$ cat config.mk
export PLATFORM = sky130hd
export DESIGN_NAME = mcpu_bus
export DESIGN_NICKNAME = d
export VERILOG_FILES = /design/src/rtl/mcpu_bus.sv
export SDC_FILE = /design/constraint.sdc
export NUM_CORES = 1
export LEC_CHECK = 0
export ABC_CLOCK_PERIOD_IN_PS = 2000
export BUFFER_PORTS_ARGS = -buffer_cell sky130_fd_sc_hd__buf_4
export CAP_MARGIN = 10
export CORE_MARGIN = 8
export CORE_UTILIZATION = 44
export DETAILED_ROUTE_END_ITERATION = 8
export MAX_ROUTING_LAYER = met4
export PLACE_DENSITY = 0.81
export SYNTH_ARGS = -nofsm -noshare
export SYNTH_HDL_FRONTEND = slang
export SYNTH_SLANG_ARGS = --single-unit
$ cat constraint.sdc
create_clock -name clk -period 2 [get_ports clk]
set_input_delay 0.4 -clock clk [delete_from_list [all_inputs] [get_ports clk]]
set_output_delay 0.4 -clock clk [all_outputs]
set_load 0.02 [all_outputs]
$ cat src/rtl/mcpu_bus.sv
// CPU-to-device bus bridge: one request at a time, routed to one of NREG regions by the top address bits.
// Request to cpu_ready takes 2+W cycles; requests arriving while busy are dropped and flagged in bus_ovr.
module mcpu_bus #(
   parameter int                           DATA_WIDTH  = 16,
   parameter int                           ADDR_WIDTH  = 16,
   parameter int                           SEL_BITS    = 2,
   parameter logic [4*(2**SEL_BITS)-1:0]   WAIT_STATES = '0,
   parameter logic [(2**SEL_BITS)-1:0]     RO_MASK     = '0
) (
   input  logic                                     clk,
   input  logic                                     reset,
   input  logic [ADDR_WIDTH-1:0]                    cpu_addr,
   input  logic [DATA_WIDTH-1:0]                    cpu_wdata,
   input  logic                                     cpu_re,
   input  logic                                     cpu_we,
   output logic [DATA_WIDTH-1:0]                    cpu_rdata,
   output logic                                     cpu_ready,
   output logic [ADDR_WIDTH-SEL_BITS-1:0]           dev_addr,
   output logic [DATA_WIDTH-1:0]                    dev_wdata,
   output logic [(2**SEL_BITS)-1:0]                 dev_re,
   output logic [(2**SEL_BITS)-1:0]                 dev_we,
   input  logic [(2**SEL_BITS)*DATA_WIDTH-1:0]      dev_rdata,
   output logic                                     bus_err,
   output logic                                     bus_ovr,
   input  logic                                     err_clr
);

   localparam int NREG  = 2**SEL_BITS;
   localparam int OFS_W = ADDR_WIDTH - SEL_BITS;

   typedef enum logic [1:0] {IDLE, ACCESS, WAIT, DONE} state_t;

   state_t              state;
   logic [SEL_BITS-1:0] region;
   logic                is_wr;
   logic [3:0]          wait_cnt;

   logic [SEL_BITS-1:0]   req_region;
   logic                  req;
   logic                  req_ro;
   logic [NREG-1:0]       req_onehot;
   logic [3:0]            region_ws;
   logic [DATA_WIDTH-1:0] region_rdata;
   logic                  finishing;
   logic                  err_set;
   logic                  ovr_set;

   always_comb begin
      req_region             = cpu_addr[ADDR_WIDTH-1 -: SEL_BITS];
      req                    = cpu_re | cpu_we;
      req_ro                 = RO_MASK[req_region];
      req_onehot             = '0;
      req_onehot[req_region] = 1'b1;
      region_ws              = WAIT_STATES[4*region +: 4];
      region_rdata           = dev_rdata[DATA_WIDTH*region +: DATA_WIDTH];
      // Last ACCESS/WAIT cycle: the edge that follows enters DONE.
      finishing              = ((state == ACCESS) && (region_ws == 4'd0)) ||
                               ((state == WAIT) && (wait_cnt == 4'd0));
      err_set                = (state == IDLE) && cpu_we && req_ro;
      ovr_set                = (state != IDLE) && req;
   end

   always_ff @(posedge clk) begin
      if (reset) begin
         state     <= IDLE;
         region    <= '0;
         is_wr     <= 1'b0;
         wait_cnt  <= 4'd0;
         cpu_ready <= 1'b0;
         cpu_rdata <= '0;
         dev_re    <= '0;
         dev_we    <= '0;
         dev_addr  <= '0;
         dev_wdata <= '0;
         bus_err   <= 1'b0;
         bus_ovr   <= 1'b0;
      end else begin
         dev_re    <= '0;
         dev_we    <= '0;
         cpu_ready <= 1'b0;
         bus_err   <= err_set | (bus_err & ~err_clr);
         bus_ovr   <= ovr_set | (bus_ovr & ~err_clr);

         case (state)
            IDLE: begin
               if (req) begin
                  region    <= req_region;
                  dev_addr  <= cpu_addr[OFS_W-1:0];
                  dev_wdata <= cpu_wdata;
                  is_wr     <= cpu_we;
                  // A simultaneous read+write is a write; a write to a read-only region never strobes.
                  if (cpu_we) begin
                     if (!req_ro) dev_we <= req_onehot;
                  end else begin
                     dev_re <= req_onehot;
                  end
                  state <= ACCESS;
               end
            end
            ACCESS: begin
               if (region_ws != 4'd0) begin
                  wait_cnt <= region_ws - 4'd1;
                  state    <= WAIT;
               end else begin
                  state <= DONE;
               end
            end
            WAIT: begin
               if (wait_cnt == 4'd0) state <= DONE;
               else                  wait_cnt <= wait_cnt - 4'd1;
            end
            DONE: begin
               state <= IDLE;
            end
            default: state <= IDLE;
         endcase

         if (finishing) begin
            cpu_ready <= 1'b1;
            if (!is_wr) cpu_rdata <= region_rdata;
         end
      end
   end

endmodule

After elaboration in Yosys (flattened, before gate mapping) --
Index checks and enable logic that the tools add are counted.
Word-level totals: output and inout port bits 57, register bits 66, bits of input ports 101
Operators by class: mux-type cells 12, equality and inequality tests 7, order comparisons 2, bitwise gates (word level) 10, shift operators 2, reductions and logical operators 19, add/sub/neg operators 2
Operators with widths (number):
- variable part select 64 x 7 -> 16 bit | 1
- variable part select 16 x 5 -> 4 bit, first input constant | 1
- zero test 4 bit | 2
- two-way mux 4 bit | 2
- case mux 2 bit (4 select lines) | 1
- case mux 4 bit (2 select lines) | 1
- subtractor 4 x 1 -> 4 bit, second input constant | 2
- logical AND 1 bit | 6
- AND reduction 2 bit | 3
- NOT 1 bit | 5
- OR reduction 5 bit | 1
- equality test 2 bit, second input constant | 2
- two-way mux 1 bit | 4
- two-way mux 2 bit | 2
- != test 2 x 1 -> 1 bit, second input constant | 2
- != test 2 bit, second input constant | 2
- nonzero test 2 bit | 2
- nonzero test 4 bit | 1
- OR reduction 4 bit | 1
- less-than comparator 2 x 3 -> 1 bit, second input constant | 1
- bitwise OR 1 bit | 3
- AND reduction 3 bit | 1
- AND 1 bit | 2
- binary-select mux 1 bit (select 2 bit) | 1
- other kinds (5) | 5

Logic depth before layout (Yosys ltp) --
Gate-level depths: netlist of run 1.
depth after elaboration 5, depth in mapped cells 8, depth with buffers taken out 7

Least setup slack after synthesis of run 1 --
No wires, ideal clock.
path kind register -> register, start point register state[0], end point register cpu_rdata[10], cell stages (with the launch flop) 8, data required time 1872 ps, arrival 1488 ps, path buffers 2, path slack 384 ps, period minus slack after synthesis 1616 ps, path through dfxtp_1 -> inv_1 -> ha_1 -> buf_2 -> a31oi_4 -> buf_6 -> mux2i_1 -> nor2_1
Between the ends: cells in the longest elaborated chain, start to end 4, elaborated cells on any way between the ends 6, those cells by class eq/ne (2); reduce/logical (4)
RTL lines:
- start, declared | RTL line 33 | state_t state;
- start signal, assigned | RTL line 65 | state <= IDLE;
- start signal, assigned | RTL line 97 | state <= ACCESS;
- start signal, assigned | RTL line 103 | state <= WAIT;
- equality test 2 x 1 -> 1 bit / equality test 2 bit (equally long branches) | RTL line 57, 58
- logical AND 1 bit (on tied branches) | RTL line 57, 58
- logical OR 1 bit * | RTL line 57 | finishing = ((state == ACCESS) && (region_ws == 4'd0)) ||
- AND reduction 2 bit (no source line) *
- end signal, assigned | RTL line 120 | if (!is_wr) cpu_rdata <= region_rdata;
- end, declared | RTL line 16 | output logic [DATA_WIDTH-1:0] cpu_rdata,
Mark *: on every way between the ends. The rest lies on a longest branch, timed or not. A chain may end at the register's enable or synchronous reset.

Final worst setup path of run 1 --
start point register state[0], end point register wait_cnt[3]
Between the ends: cells in the longest elaborated chain, start to end 3, elaborated cells on any way between the ends 7, those cells by class eq/ne (4); mux (1); reduce/logical (2)
RTL lines:
- equality test 2 bit / equality test 2 x 1 -> 1 bit (equally long branches) | RTL line 84 | case (state)
- != test 2 bit (no source line) (tied with other cells)
- AND reduction 3 bit (no source line)
- end signal, assigned | RTL line 102 | wait_cnt <= region_ws - 4'd1;
- end signal, assigned | RTL line 110 | else wait_cnt <= wait_cnt - 4'd1;
- end, declared | RTL line 36 | logic [3:0] wait_cnt;
Several ways; a longest one is shown, not always the timed one.

==> summary.txt, run 1 <==
Place
  • Post-DP Area: 4071 µm²
  • Placer Congestion: 0.7693
  • Dpl ws: 318.7 ps
  • I/O Buffers: 157
  • DP Wirelength: 6860 µm

Clock tree
  • Post-cts gate resize count: 0
  • Root Driver: clkbuf_8
  • Clock transition at the registers of the reported paths: 70 ps
  • Clk buf depth: 2
  • Latest clock arrival within the worst-skew pair: 340 ps
  • CTS tree: built
  • Num CTS Buffers: 9
  • Postcts setup bufs: 0
  • CTS hold repair buffers: 0
  • Sink Count: 66
  • H-tree depth: 3

Power
  • Int Power: 3483 µW
  • Switch share: 0.3546
  • Peak supply drop: 0.6950 mV
  • P_sw: 1914 µW
  • Final Power: 5397 µW
  • Clock network power share: 0.247
  • Leakage: 0.002018 µW
  • Sequential share of power: 0.341
  • PwrDens: 1251 nW/µm²
  • Comb power frac: 0.412

Die
  • Die ar.: 9224 µm²
  • Die height: 96.04 µm
  • Initial core utilization: 0.4491
  • # IOs: 158
  • Die X: 96.04 µm
  • Core box area: 6277 µm²
  • Core Rows: 29

Synthesis
  • Post-synthesis simple-gate area fraction: 0.1784
  • Synth top area share: 0.4687
  • Multiplexer area fraction after synthesis: 0.1917
  • Synthesized net count: 404
  • Complex-gate fraction of the synthesized area: 0.09587
  • Synth Area in XOR/XNOR: 0
  • Synth warnings: 0
  • Largest family of logic cells by synthesized area: multiplexers
  • Synth Area in Adders: 0.02663
  • Synth area leaders: dfxtp_1 (47%), mux4_2 (13%), nand2_1 (9.7%), a21oi_1 (6.7%), mux2i_1 (6.4%)
  • Sequential share of the synthesized area: 0.4687
  • Synth area leader: dfxtp_1
  • Syn Inst Count: 297
  • Flops & latches, synth: 66
  • Syn Area/Cell: 9.491 µm²
  • Synth Cell Area: 2819 µm²
  • Synth cell types: 29

STA
  • FMAX: 583.3 MHz
  • Slew Limit Fails: 0
  • Setup Skew: 7.794 ps
  • Total negative setup slack: 0 ps
  • Setup WS post-layout: 285.6 ps
  • Smallest hold slack: 269.2 ps
  • RSZ-0062 raised after global routing: no
  • Endpoints failing hold: 0
  • Least-Margin Pin Slew: 665.4 ps
  • Relative slew slack: 0.5563
  • # setup viols final: 0
  • Period utilisation layout: 0.8572
  • Tmin final: 1714 ps

Setup path
  • R2R Path End: wait_cnt[3]
  • Worst path required time: 2230 ps
  • Cells on worst reg2reg path: 6
  • WP data arrival: 1940 ps
  • FF-to-FF setup slack: 290 ps
  • Reg-to-Reg Start: state[0]
  • CP startpoint kind: register
  • Critical path class: reg -> reg
  • Crit. End Element: register
  • Largest fanout on the critical path: 5

Run status
  • Outcome: finished, final reports clean

Final layout
  • Fin nets: 559
  • # diodes: 0
  • Share of layout cells above drive strength 1: 0.4376
  • Design Area, Final: 4313 µm²
  • Area delta synth->final: 53.00%
  • Commonest non-fill, non-tap cells in the layout: buf_4 (162), nand2_1 (73), dfxtp_1 (66)
  • Commonest non-fill, non-tap cell in the layout: buf_4

Detailed routing
  • Via/cell ratio: 4.989
  • Remaining DRCs: 0
  • DR vias: 2664
  • Drt pass-1 iters: 4
  • WL final: 8775 µm
  • DR iter-0 viols: 67
  • Routed length per instance: 16.43 µm
  • Antenna viol nets, final: 0

Global routing
  • GRT Total Usage: 0.1878
  • Largest net degree at the start of global routing: 36
  • Overflow after GRT: 0
  • Global-route wire length before repair: 12980 µm
  • Vias in the first global route: 2736
  • Initial antenna violation count: 0

Hold path
  • Hold Crit Depth: 2
  • Hold endpoint: dev_re[0]
  • Min-delay src: cpu_addr[14]
  • Hold crit path type: in -> reg

Flow run
  • Max-Cap Viols: 0
-- worst max path at each step --
stage / start / endpoint / cells past startpoint / slack, ps
after floorplan: state[0] / cpu_rdata[10] / 7 / 380
after detailed placement: state[0] / wait_cnt[3] / 6 / 320
after global placement: state[0] / wait_cnt[3] / 6 / 390
after CTS: state[0] / wait_cnt[3] / 6 / 290
after global routing: state[0] / wait_cnt[3] / 6 / 180
final: state[0] / wait_cnt[3] / 6 / 290
-- power groups by stage --
stage	clock network [µW]	logic, µW	registers, µW
3_3_place_gp	0	2180	1850
4_1_cts	1360	2250	1840
5_1_grt	1420	2400	1880
2_1_floorplan	0	1110	2140
3_5_place_dp	0	2240	1870
6_report	1340	2220	1840
-- critical path, cell delays in order (launching register included) --
cell and delay (ps):
dfxtp_1 380, inv_1 100, ha_1 310, nand2b_1 90, a21oi_1 350, nand2_1 100
a32o_1 270
-- registers in the layout (all words and copies together), names as in the netlist --
register and cells:
dev_re 4, bus_ovr 1, dev_addr 14, cpu_ready 1, state 2, dev_wdata 16
bus_err 1, cpu_rdata 16, dev_we 4, region 2, wait_cnt 4, is_wr 1
-- per-stage QoR --
step / util / std cells
after floorplan: - / 297
after global placement: 0.6486 / 518
after detailed placement: 0.6486 / 518
after CTS: 0.6871 / 534
after global routing: 0.6871 / 534
final: 0.6871 / 534
-- kinds of logic after synthesis --
kind of cell,count (synthesis)
AO/OA/AOI/OAI,48
adder cells (fa/ha/maj),6
buffers and inverters,25
flip-flops,66
multiplexers,34
AND/OR/NAND/NOR,118
-- per-layer routing --
metal  up-vias  track usage  share of wire
met5         -            -              0
met1      1235       0.2020           0.39
li1       1314            -              -
met4         0      0.05506          0.011
met3        10      0.06162          0.095
met2       105       0.3212           0.51
-- area by class of cell --
| type | instances | area, µm² |
|---|---|---|
| clock buffers | 9 | 123.9 |
| clock inverters | 7 | 117.6 |
| fillers | 508 | 1964 |
| inverters | 6 | 22.52 |
| multi-input cells | 206 | 1395 |
| flip-flops and latches | 66 | 1321 |
| well taps | 77 | 96.34 |
| repair buffers | 163 | 1236 |
-- synthesized netlist by cell type --
cell	number
nor3b_1	2
buf_4	1
nor2_1	28
o21ai_0	4
nor3_1	3
clkbuf_1	14
mux4_2	16
o21ai_1	1
and3_1	1
a31oi_4	1
a32o_1	1
o2bb2ai_1	1
nand2_1	73
nand2b_1	2
nor2b_1	5
dfxtp_1	66
a21oi_1	38
nand3b_1	1
buf_2	2
buf_6	1
clkbuf_2	1
inv_1	6
nor4b_1	1
a211oi_1	1
ha_1	6
mux2i_1	18
or2_2	1
nor4_4	1
o21a_1	1
No activity file was read; power rests on OpenSTA's default activity.
==> run 2, diff against run 1 <==
ABC_CLOCK_PERIOD_IN_PS = 1400   (was 2000)
CORE_UTILIZATION = 40   (was 44)
PLACE_DENSITY = 0.77   (was 0.81)
clock period = 1.4 ns   (was 2 ns; I/O delays follow)
==> summary.txt, run 2 (same netlist as run 1, synthesis figures left out) <==
STA
  • Slew Limit Fails: 0 (unchanged)
  • # setup viols final: 50 (+50)
  • Tmin final: 1495 ps (-219.0 ps)
  • Setup Skew: 6.407 ps (-1.388 ps)
  • Least-Margin Pin Slew: 423.2 ps (-242.2 ps)
  • Smallest hold slack: 141.9 ps (-127.3 ps)
  • Setup WS post-layout: -95.43 ps (-381.0 ps)
  • Endpoints failing hold: 0 (unchanged)
  • Relative slew slack: 0.7178 (+0.1615)
  • Period utilisation layout: 1.068 (+0.2109)
  • FMAX: 668.7 MHz (+15%)
  • RSZ-0062 raised after global routing: yes
  • Total negative setup slack: -1544 ps (-1544 ps)

Place
  • Placer Congestion: 0.8650 (+12%)
  • DP Wirelength: 6960 µm (+1.5%)
  • Post-Place Cells: 550 (+6.2%)
  • I/O Buffers: 157 (unchanged)
  • Dpl ws: -79.14 ps (-397.9 ps)

Flow run
  • Max-Cap Viols: 0 (unchanged)

Hold path
  • Hold crit path type: in -> reg

Final layout
  • Fin nets: 576 (+3.0%)
  • Commonest non-fill, non-tap cells in the layout: buf_4 (169), nand2_1 (73), dfxtp_1 (63)
  • Non-filler instance count after layout: 570 (+6.7%)
  • Area delta synth->final: 63.96%
  • # diodes: 0 (unchanged)
  • Share of layout cells above drive strength 1: 0.4916 (+0.05392)
  • Top Registers: cpu_rdata: 16 flops, dev_wdata: 16 flops, dev_addr: 14 flops
  • Commonest non-fill, non-tap cell in the layout: buf_4
  • Final Core Density: 0.6803 (-0.006769)

Detailed routing
  • DR iter-0 viols: 89 (+33%)
  • Remaining DRCs: 0 (unchanged)
  • WL final: 9581 µm (+9.2%)
  • Via/cell ratio: 4.919 (-1.4%)
  • Antenna viol nets, final: 0 (unchanged)
  • DR vias: 2804 (+5.3%)
  • Routed length per instance: 16.81 µm (+2.3%)
  • Drt pass-1 iters: 4 (unchanged)

Clock tree
  • CTS tree: built
  • Num CTS Buffers: 9 (unchanged)
  • H-tree depth: 3 (unchanged)
  • Latest clock arrival within the worst-skew pair: 340 ps (about the same)
  • CTS hold repair buffers: 0 (unchanged)
  • Clk buf depth: 2 (unchanged)
  • Root Driver: clkbuf_8
  • Clock transition at the registers of the reported paths: 70 ps (about the same)
  • Sink Count: 66 (unchanged)

Die
  • Core box area: 6794 µm² (+8.2%)
  • # IOs: 158 (unchanged)
  • Die ar.: 9990 µm² (+8.3%)
  • Initial core utilization: 0.4149 (-0.03416)
  • Die height: 99.95 µm (+4.1%)
  • Die X: 99.95 µm (+4.1%)
  • Core Rows: 30 (+3.4%)

Global routing
  • GRT Total Usage: 0.1803 (-0.007499)
  • Global-route wire length before repair: 13830 µm (+6.6%)
  • Initial antenna violation count: 0 (unchanged)
  • Overflow after GRT: 0 (unchanged)
  • Largest net degree at the start of global routing: 36 (unchanged)
  • Vias in the first global route: 2835 (+3.6%)

Setup path
  • WP data arrival: 1730 ps (-210 ps)
  • Critical path class: reg -> reg
  • Worst path required time: 1630 ps (-600 ps)
  • Largest fanout on the critical path: 4 (-1)
  • CP startpoint kind: register
  • Crit. End Element: register

Power
  • PwrDens: 1750 nW/µm² (+40%)
  • Leakage: 0.002130 µW (+5.5%)
  • Peak supply drop: 1.007 mV (+45%)

Run status
  • Outcome: complete, but fails checks
  • Failing checks: negative setup slack
==> run 2: cell types whose count changed in the layout (fill, tap and decap cells not counted), moves of 3 or more <==
cell / change
buf_12: +7
buf_4: +7
bufinv_16: -3
dfxtp_1: -3
dfxtp_4: +3
ha_1: -4
inv_1: -3
inv_4: +4
==> run 2: stage by stage <==
| stage | area (µm²) | total power (µW) |
|---|---|---|
| after floorplan | 2879 | 4750 |
| after global placement | 4324 | 6293 |
| after detailed placement | 4324 | 6388 |
| after CTS | 4539 | 7922 |
| after global routing | 4622 | 8554 |
| final | 4622 | 8087 |
==> run 2: what timing repair did <==
action                     4_1_cts  5_1_grt
cloned                           1        1
setup buffers                    1        1
pin swaps                        4        6
resized for setup                6       12
setup endpoints to repair       53       58
==> run 2: critical path, cell delays in order, from the launching register on <==
cell and delay (ps):
dfxtp_4 370, inv_2 70, ha_2 330, nand2b_1 100
a21oi_2 140, buf_4 160, mux2i_1 180, nor2_1 50
==> run 2: report_power, final <==
group	switching (µW)	internal, µW
sequential	297	2340
clock	723	684
combinational	2000	2050
total	3020	5070
==> run 2: metal layers <==
layer | vias to the layer above | global-route usage | share of wire
met5 | - | - | 0
met4 | 0 | 0.07218 | 0.014
met3 | 13 | 0.05675 | 0.078
met2 | 110 | 0.3012 | 0.51
met1 | 1326 | 0.1950 | 0.40
li1 | 1355 | - | -
==> run 2: final cells by class <==
class	instances	area (µm²)
inverters	6	27.53
clock buffers	11	141.4
multi-input cells	206	1480
flip-flops and latches	66	1333
repair buffers	180	1493
clock inverters	5	27.53
well taps	96	120.1
fillers	552	2172
==> run 2: final timing paths <==
kind	from	to	slack, ps	cells past startpoint
min	cpu_addr[14]	dev_re[0]	140	2
max	state[0]	wait_cnt[0]	-100	7
min reg2reg	dev_wdata[0]	dev_wdata[0]	460	2
max reg2reg	state[0]	wait_cnt[0]	-100	7
